<file path="src/rtl/fma_normalizer_pkg.sv">
// Shared types and constants for the FMA normalizer stage.
// Sized for a 32-bit adder sum feeding a single-precision accumulator.
package fma_normalizer_pkg;

  localparam int SUM_W    = 32;
  localparam int FRAC_POS = 30;
  localparam int MANT_W   = 23;
  localparam int EXP_W    = 8;
  localparam int EXP_MAX  = 254;
  localparam int LZC_W    = $clog2(SUM_W) + 1;
  localparam int SEXP_W   = EXP_W + 2;

  typedef logic [SUM_W-1:0]         sum_t;
  typedef logic [EXP_W-1:0]         exp_t;
  typedef logic [MANT_W-1:0]        mant_t;
  typedef logic [LZC_W-1:0]         lzc_t;
  typedef logic signed [SEXP_W-1:0] sexp_t;

  typedef struct packed {
    logic  sign;
    exp_t  exp;
    mant_t mant;
  } acc_t;

  typedef struct packed {
    logic zero;
    logic ovf;
    logic uf;
  } flags_t;

  typedef struct packed {
    logic sign;
    sum_t mag;
    lzc_t lzc;
    exp_t exp;
  } s1_t;

endpackage

</file>
<file path="src/rtl/fma_normalizer_lzc.sv">
// Leading-zero counter for the normalizer magnitude.
// Yields W when the input is all zeros.
module lzc_count #(
  parameter  int W  = 32,
  localparam int CW = $clog2(W) + 1
) (
  input  logic [W-1:0]  i_data,
  output logic [CW-1:0] o_cnt
);

  // highest set bit wins; scan upward so later hits override
  always_comb begin
    o_cnt = CW'(W);
    for (int i = 0; i < W; i++) begin
      if (i_data[i]) o_cnt = CW'(W - 1 - i);
    end
  end

endmodule

</file>
<file path="src/rtl/fma_normalizer.sv">
// Normalize, round-to-nearest-even and flag the FMA adder sum.
// Two registered stages with valid/ready back-pressure.
module fma_normalizer
  import fma_normalizer_pkg::*;
(
  input  logic              clk,
  input  logic              rst_n,
  input  logic              in_valid,
  output logic              in_ready,
  input  logic [SUM_W-1:0]  in_sum,
  input  logic [EXP_W-1:0]  in_exp,
  output logic              out_valid,
  input  logic              out_ready,
  output logic              out_sign,
  output logic [EXP_W-1:0]  out_exp,
  output logic [MANT_W-1:0] out_mant,
  output logic              out_zero,
  output logic              out_ovf,
  output logic              out_uf
);

  logic   r_s1_valid;
  logic   r_s2_valid;
  s1_t    r_s1;
  acc_t   r_out;
  flags_t r_flg;

  logic   w_s1_adv;
  logic   w_s2_adv;
  logic   w_sign;
  sum_t   w_mag;
  lzc_t   w_lzc;

  assign w_s2_adv = !r_s2_valid || out_ready;
  assign w_s1_adv = !r_s1_valid || w_s2_adv;
  assign in_ready = w_s1_adv;

  assign w_sign = in_sum[SUM_W-1];
  assign w_mag  = w_sign ? sum_t'(-in_sum) : in_sum;

  lzc_count #(.W(SUM_W)) u_lzc (
    .i_data (w_mag),
    .o_cnt  (w_lzc)
  );

  lzc_t          w_p;
  sexp_t         w_e;
  sum_t          w_norm;
  mant_t         w_frac;
  logic          w_guard;
  logic          w_sticky;
  logic          w_inc;
  logic [MANT_W:0] w_rnd;
  sexp_t         w_e_rnd;
  logic          w_is_zero;
  logic          w_is_ovf;
  logic          w_is_uf;
  acc_t          w_res;
  flags_t        w_flg;

  assign w_p      = lzc_t'(SUM_W - 1) - r_s1.lzc;
  assign w_e      = sexp_t'(r_s1.exp) + sexp_t'(w_p)
                  - sexp_t'(FRAC_POS);
  assign w_norm   = r_s1.mag << r_s1.lzc;
  assign w_frac   = w_norm[SUM_W-2 -: MANT_W];
  assign w_guard  = w_norm[SUM_W-2-MANT_W];
  assign w_sticky = |w_norm[SUM_W-3-MANT_W:0];
  assign w_inc    = w_guard & (w_sticky | w_frac[0]);
  assign w_rnd    = {1'b0, w_frac} + (MANT_W+1)'(w_inc);
  assign w_e_rnd  = w_e + sexp_t'(w_rnd[MANT_W]);

  // hidden bit absent after alignment means the magnitude was zero
  assign w_is_zero = ~w_norm[SUM_W-1];
  assign w_is_ovf  = !w_is_zero && (w_e_rnd > sexp_t'(EXP_MAX));
  assign w_is_uf   = !w_is_zero && (w_e_rnd < sexp_t'(1));

  // select the special-case or normal result for stage 2
  always_comb begin
    w_res = '0;
    w_flg = '0;
    unique case (1'b1)
      w_is_zero: begin
        w_flg.zero = 1'b1;
      end
      w_is_ovf: begin
        w_res.sign = r_s1.sign;
        w_res.exp  = exp_t'(EXP_MAX);
        w_res.mant = '1;
        w_flg.ovf  = 1'b1;
      end
      w_is_uf: begin
        w_res.sign = r_s1.sign;
        w_flg.uf   = 1'b1;
      end
      default: begin
        w_res.sign = r_s1.sign;
        w_res.exp  = exp_t'(w_e_rnd);
        w_res.mant = w_rnd[MANT_W-1:0];
      end
    endcase
  end

  // stage 1: sign, magnitude, leading zeros, exponent
  always_ff @(posedge clk or negedge rst_n) begin
    if (!rst_n) begin
      r_s1_valid <= 1'b0;
      r_s1       <= '0;
    end else if (w_s1_adv) begin
      r_s1_valid <= in_valid;
      if (in_valid) begin
        r_s1.sign <= w_sign;
        r_s1.mag  <= w_mag;
        r_s1.lzc  <= w_lzc;
        r_s1.exp  <= in_exp;
      end
    end
  end

  // stage 2: rounded result and flags, held while stalled
  always_ff @(posedge clk or negedge rst_n) begin
    if (!rst_n) begin
      r_s2_valid <= 1'b0;
      r_out      <= '0;
      r_flg      <= '0;
    end else if (w_s2_adv) begin
      r_s2_valid <= r_s1_valid;
      if (r_s1_valid) begin
        r_out <= w_res;
        r_flg <= w_flg;
      end
    end
  end

  assign out_valid = r_s2_valid;
  assign out_sign  = r_out.sign;
  assign out_exp   = r_out.exp;
  assign out_mant  = r_out.mant;
  assign out_zero  = r_flg.zero;
  assign out_ovf   = r_flg.ovf;
  assign out_uf    = r_flg.uf;

endmodule

</file>
<file path="config.mk">
export PLATFORM = sky130hd
export DESIGN_NAME = fma_normalizer
export DESIGN_NICKNAME = d
export VERILOG_FILES = /design/src/rtl/fma_normalizer_pkg.sv /design/src/rtl/fma_normalizer_lzc.sv /design/src/rtl/fma_normalizer.sv
export SDC_FILE = /design/constraint.sdc
export NUM_CORES = 1
export LEC_CHECK = 0
export CAP_MARGIN = 10
export CORE_ASPECT_RATIO = 2
export CORE_UTILIZATION = 53
export CTS_CLUSTER_SIZE = 14
export DETAILED_ROUTE_END_ITERATION = 8
export PLACE_DENSITY = 0.84
export SLEW_MARGIN = 20
export SYNTH_ARGS = -nofsm -noshare
export SYNTH_HDL_FRONTEND = slang
export SYNTH_SLANG_ARGS = --single-unit
</file>
<file path="constraint.sdc">
create_clock -name clk -period 6.37 [get_ports clk]
set_clock_uncertainty 0.1 [all_clocks]
set_input_delay 1.274 -clock clk [delete_from_list [all_inputs] [get_ports clk]]
set_output_delay 1.274 -clock clk [all_outputs]
set_load 0.02 [all_outputs]
</file>
==> impl_metrics.env <==
export IMPL_status="completed"
export IMPL_io_buffer_count=80
export IMPL_hold_depth=1
export IMPL_cts_htree_levels=3
export IMPL_reg2reg_from="r_s1[9]"
export IMPL_synth_common_cells="98 x nand2_1, 84 x dfrtp_1, 60 x o21ai_0"
export IMPL_power_leakage_uw=0.003664
export IMPL_crit_path_start="r_s1[9]"
export IMPL_vias_per_cell=6.670
export IMPL_cp_start_kind="register"
export IMPL_vdd_drop_max_v=0.0001264
export IMPL_hp_class="reg -> reg"
export IMPL_numClockSinks=84
export IMPL_path_class="reg -> reg"
export IMPL_slew_headroom_pct=34.55
export IMPL_die_y_um=176.6
export IMPL_clkTransAtPathRegs_ns=0.06
export IMPL_antenna_found_initial=0
export IMPL_critPathMaxFanout=40
export IMPL_yosysTopAreaCell="dfrtp_1"
export IMPL_clock_latency_ns=0.35
export IMPL_synth_top_area_share_pct=26.03
export IMPL_placed_cell_area_um2=9061
export IMPL_finalSetupTns_ns=0
export IMPL_gp_congestion=1.065
export IMPL_seq_area_frac_synth_pct=26.03
export IMPL_grt_pass1_wl_um=39630
export IMPL_r2r_end="out_mant[20]"
export IMPL_grtUsageMet2_pct=59.03
export IMPL_area_delta_synth_final_pct=16.41
export IMPL_drv_cap=0
export IMPL_vias=7637
export IMPL_io_pins=81
export IMPL_period_minus_slack_ns=6.134
export IMPL_wl_per_cell_um=21.76
export IMPL_fp_dieArea_um2=15760
export IMPL_drv_slew=0
export IMPL_drt_pass1_iterations=5
export IMPL_final_core_util_pct=63.42
export IMPL_hold_violations=0
export IMPL_drtIter0Drc=453
export IMPL_max_freq_mhz=163.0
export IMPL_synthFlopType="dfrtp_1"
export IMPL_fill_cells=1293
export IMPL_drt_wl_total_um=24920
export IMPL_ys_seq_elements=84
export IMPL_syn_inst=886
export IMPL_grt_busiest_layer="met2"
export IMPL_crit_arrival_ns=6.25
export IMPL_synth_warnings=0
export IMPL_required_ns=6.49
export IMPL_netlist_area_um2=8074
export IMPL_use_met1_pct=32.10
export IMPL_setup_viol=0
export IMPL_holdPathEnd="out_ovf"
export IMPL_fin_crit_sh_pct=96.30
export IMPL_r2r_cells=18
export IMPL_syn_avg_cell_area_um2=9.113
export IMPL_cts_root_buffer="clkbuf_16"
export IMPL_endpoint_kind="register"
export IMPL_grt_usage_pct=33.31
export IMPL_use_met3_pct=6.358
export IMPL_clock_path_buffers=2
export IMPL_gr_total_overflow=0
export IMPL_num_antenna_cells=0
export IMPL_place_detailed_hpwl_um=19030
export IMPL_cts_buffers_inserted=9
export IMPL_grt_max_degree=85
export IMPL_core_area_um2=14820
export IMPL_ant_nets=0
export IMPL_die_w_um=89.28
export IMPL_worst_pin_slew_ns=0.9817
export IMPL_powerDensity_nw_per_um2=308.9
export IMPL_synth_cell_types=85
export IMPL_nets=1007
export IMPL_async_flop_share_pct=100.0
export IMPL_cts_tree="yes"
export IMPL_grt_pass1_vias=7611
export IMPL_start_util_pct=54.48
export IMPL_drive_gt1_share_pct=17.47
export IMPL_synth_most_common_cell="nand2_1"
export IMPL_reg2reg_slack_ns=0.24
export IMPL_syn_nets=948
export IMPL_stdcell_area_um2=9399
export IMPL_ys_top_cells_by_area="dfrtp_1 26%, mux4_2 12%, nand2_1 4.6%"
export IMPL_rows=63
export IMPL_drc_errors=0
export IMPL_postCtsSetupBuffers=0
export IMPL_synth_edf_count=0
export IMPL_holdCritStartpoint="out_ovf"
export IMPL_rsz0062_at_grt="no"
==> critical path: stages, from the launching register on <==
cell and delay, ns:
dfrtp_2 0.59, buf_12 0.30, mux4_2 0.27, inv_1 0.07
mux4_2 0.52, a211o_1 0.30, nor4_4 0.28, nand4_1 0.20
nor4_1 0.44, fa_1 0.27, ha_1 0.21, fa_1 0.47
or4_1 0.47, or4_1 0.52, nor4_2 0.16, buf_4 0.25
nor4_1 0.08, a2111oi_0 0.39, nand2_1 0.10
==> what timing repair did <==
action | 4_1_cts | 5_1_grt
endpoints found under the setup margin | 0 | 21
hold buffers | 0 | 0
resized for setup | 0 | 6
==> cell type report <==
class | count | area (µm²) | share of cell area, %
Clock buffer | 9 | 225.2 | 2.396
Clock inverter | 7 | 67.56 | 0.7189
Inverter | 23 | 86.33 | 0.9185
Multi-Input combinational cell | 711 | 5558 | 59.13
Sequential cell | 84 | 2105 | 22.39
Tap cell | 195 | 244.0 | 2.596
Timing Repair Buffer | 116 | 1114 | 11.85
==> cell usage in the layout (no fill, tap or decap), types with 14 or more instances in the layout <==
| cell type | synthesis | layout |
|---|---|---|
| mux2_2 | 25 | 25 |
| nand2_1 | 98 | 96 |
| a21oi_1 | 33 | 33 |
| xnor2_1 | 19 | 19 |
| nor2_1 | 53 | 51 |
| mux2i_1 | 30 | 30 |
| mux4_2 | 43 | 43 |
| a221o_1 | 14 | 14 |
| inv_1 | 20 | 20 |
| clkdlybuf4s50_1 | 0 | 78 |
| nand2b_1 | 17 | 17 |
| nand4_1 | 14 | 14 |
| buf_4 | 3 | 33 |
| ha_1 | 16 | 16 |
| o21ai_0 | 60 | 60 |
| dfrtp_1 | 84 | 82 |
| nand3_1 | 16 | 16 |
| xor2_1 | 27 | 27 |
| nor3_1 | 34 | 34 |
==> state kept, by name (all words and copies together) (netlist names) <==
| name | count |
|---|---|
| r_s1 | 47 |
| out_valid | 1 |
| out_mant | 23 |
| out_sign | 1 |
| out_exp | 8 |
| r_s1_valid | 1 |
| out_ovf | 1 |
| out_zero | 1 |
| out_uf | 1 |
==> per-stage QoR <==
step           setup slack (ns)  std cells  total power [µW]  hold WS (ns)
6_report                 0.2359       1145              2903        0.3784
3_5_place_dp             0.1693       1128              2351        0.3703
2_1_floorplan            0.4732        886              1829        0.3572
4_1_cts                  0.1461       1144              2875        0.3832
3_3_place_gp             0.2416       1128              2313        0.3592
5_1_grt                0.004580       1145              3075        0.4045
==> where the power goes <==
part	total, µW	internal [µW]	switching [µW]
sequential	822	674	148
clock	517	302	215
combinational	1560	732	832
total	2900	1710	1200
==> metal layers <==
metal | wire, µm | up-vias | share of wire, %
li1 | - | 3498 | -
met1 | 8153 | 3661 | 33
met2 | 13200 | 346 | 53
met3 | 1329 | 132 | 5.3
met4 | 2233 | 0 | 9.0
met5 | 0 | - | 0
==> worst max-delay path by stage <==
stage                   end  slack (ns)  depth (start not counted)
3_5_place_dp   out_mant[19]        0.17                         20
3_3_place_gp   out_mant[19]        0.24                         19
4_1_cts        out_mant[19]        0.15                         20
6_report       out_mant[20]        0.24                         18
2_1_floorplan  out_mant[20]        0.47                         21
5_1_grt        out_mant[16]       0.005                         21
==> logic make-up after synthesis <==
family	count (synthesis)	share of synthesized area (%)
simple gates	322	21.11
fa+ha+maj	18	2.975
buf+inv	91	5.501
flops	84	26.03
xor+xnor	47	5.191
mux	98	19.20
compound gates	226	19.99
Power figures use the tool's default switching activity.
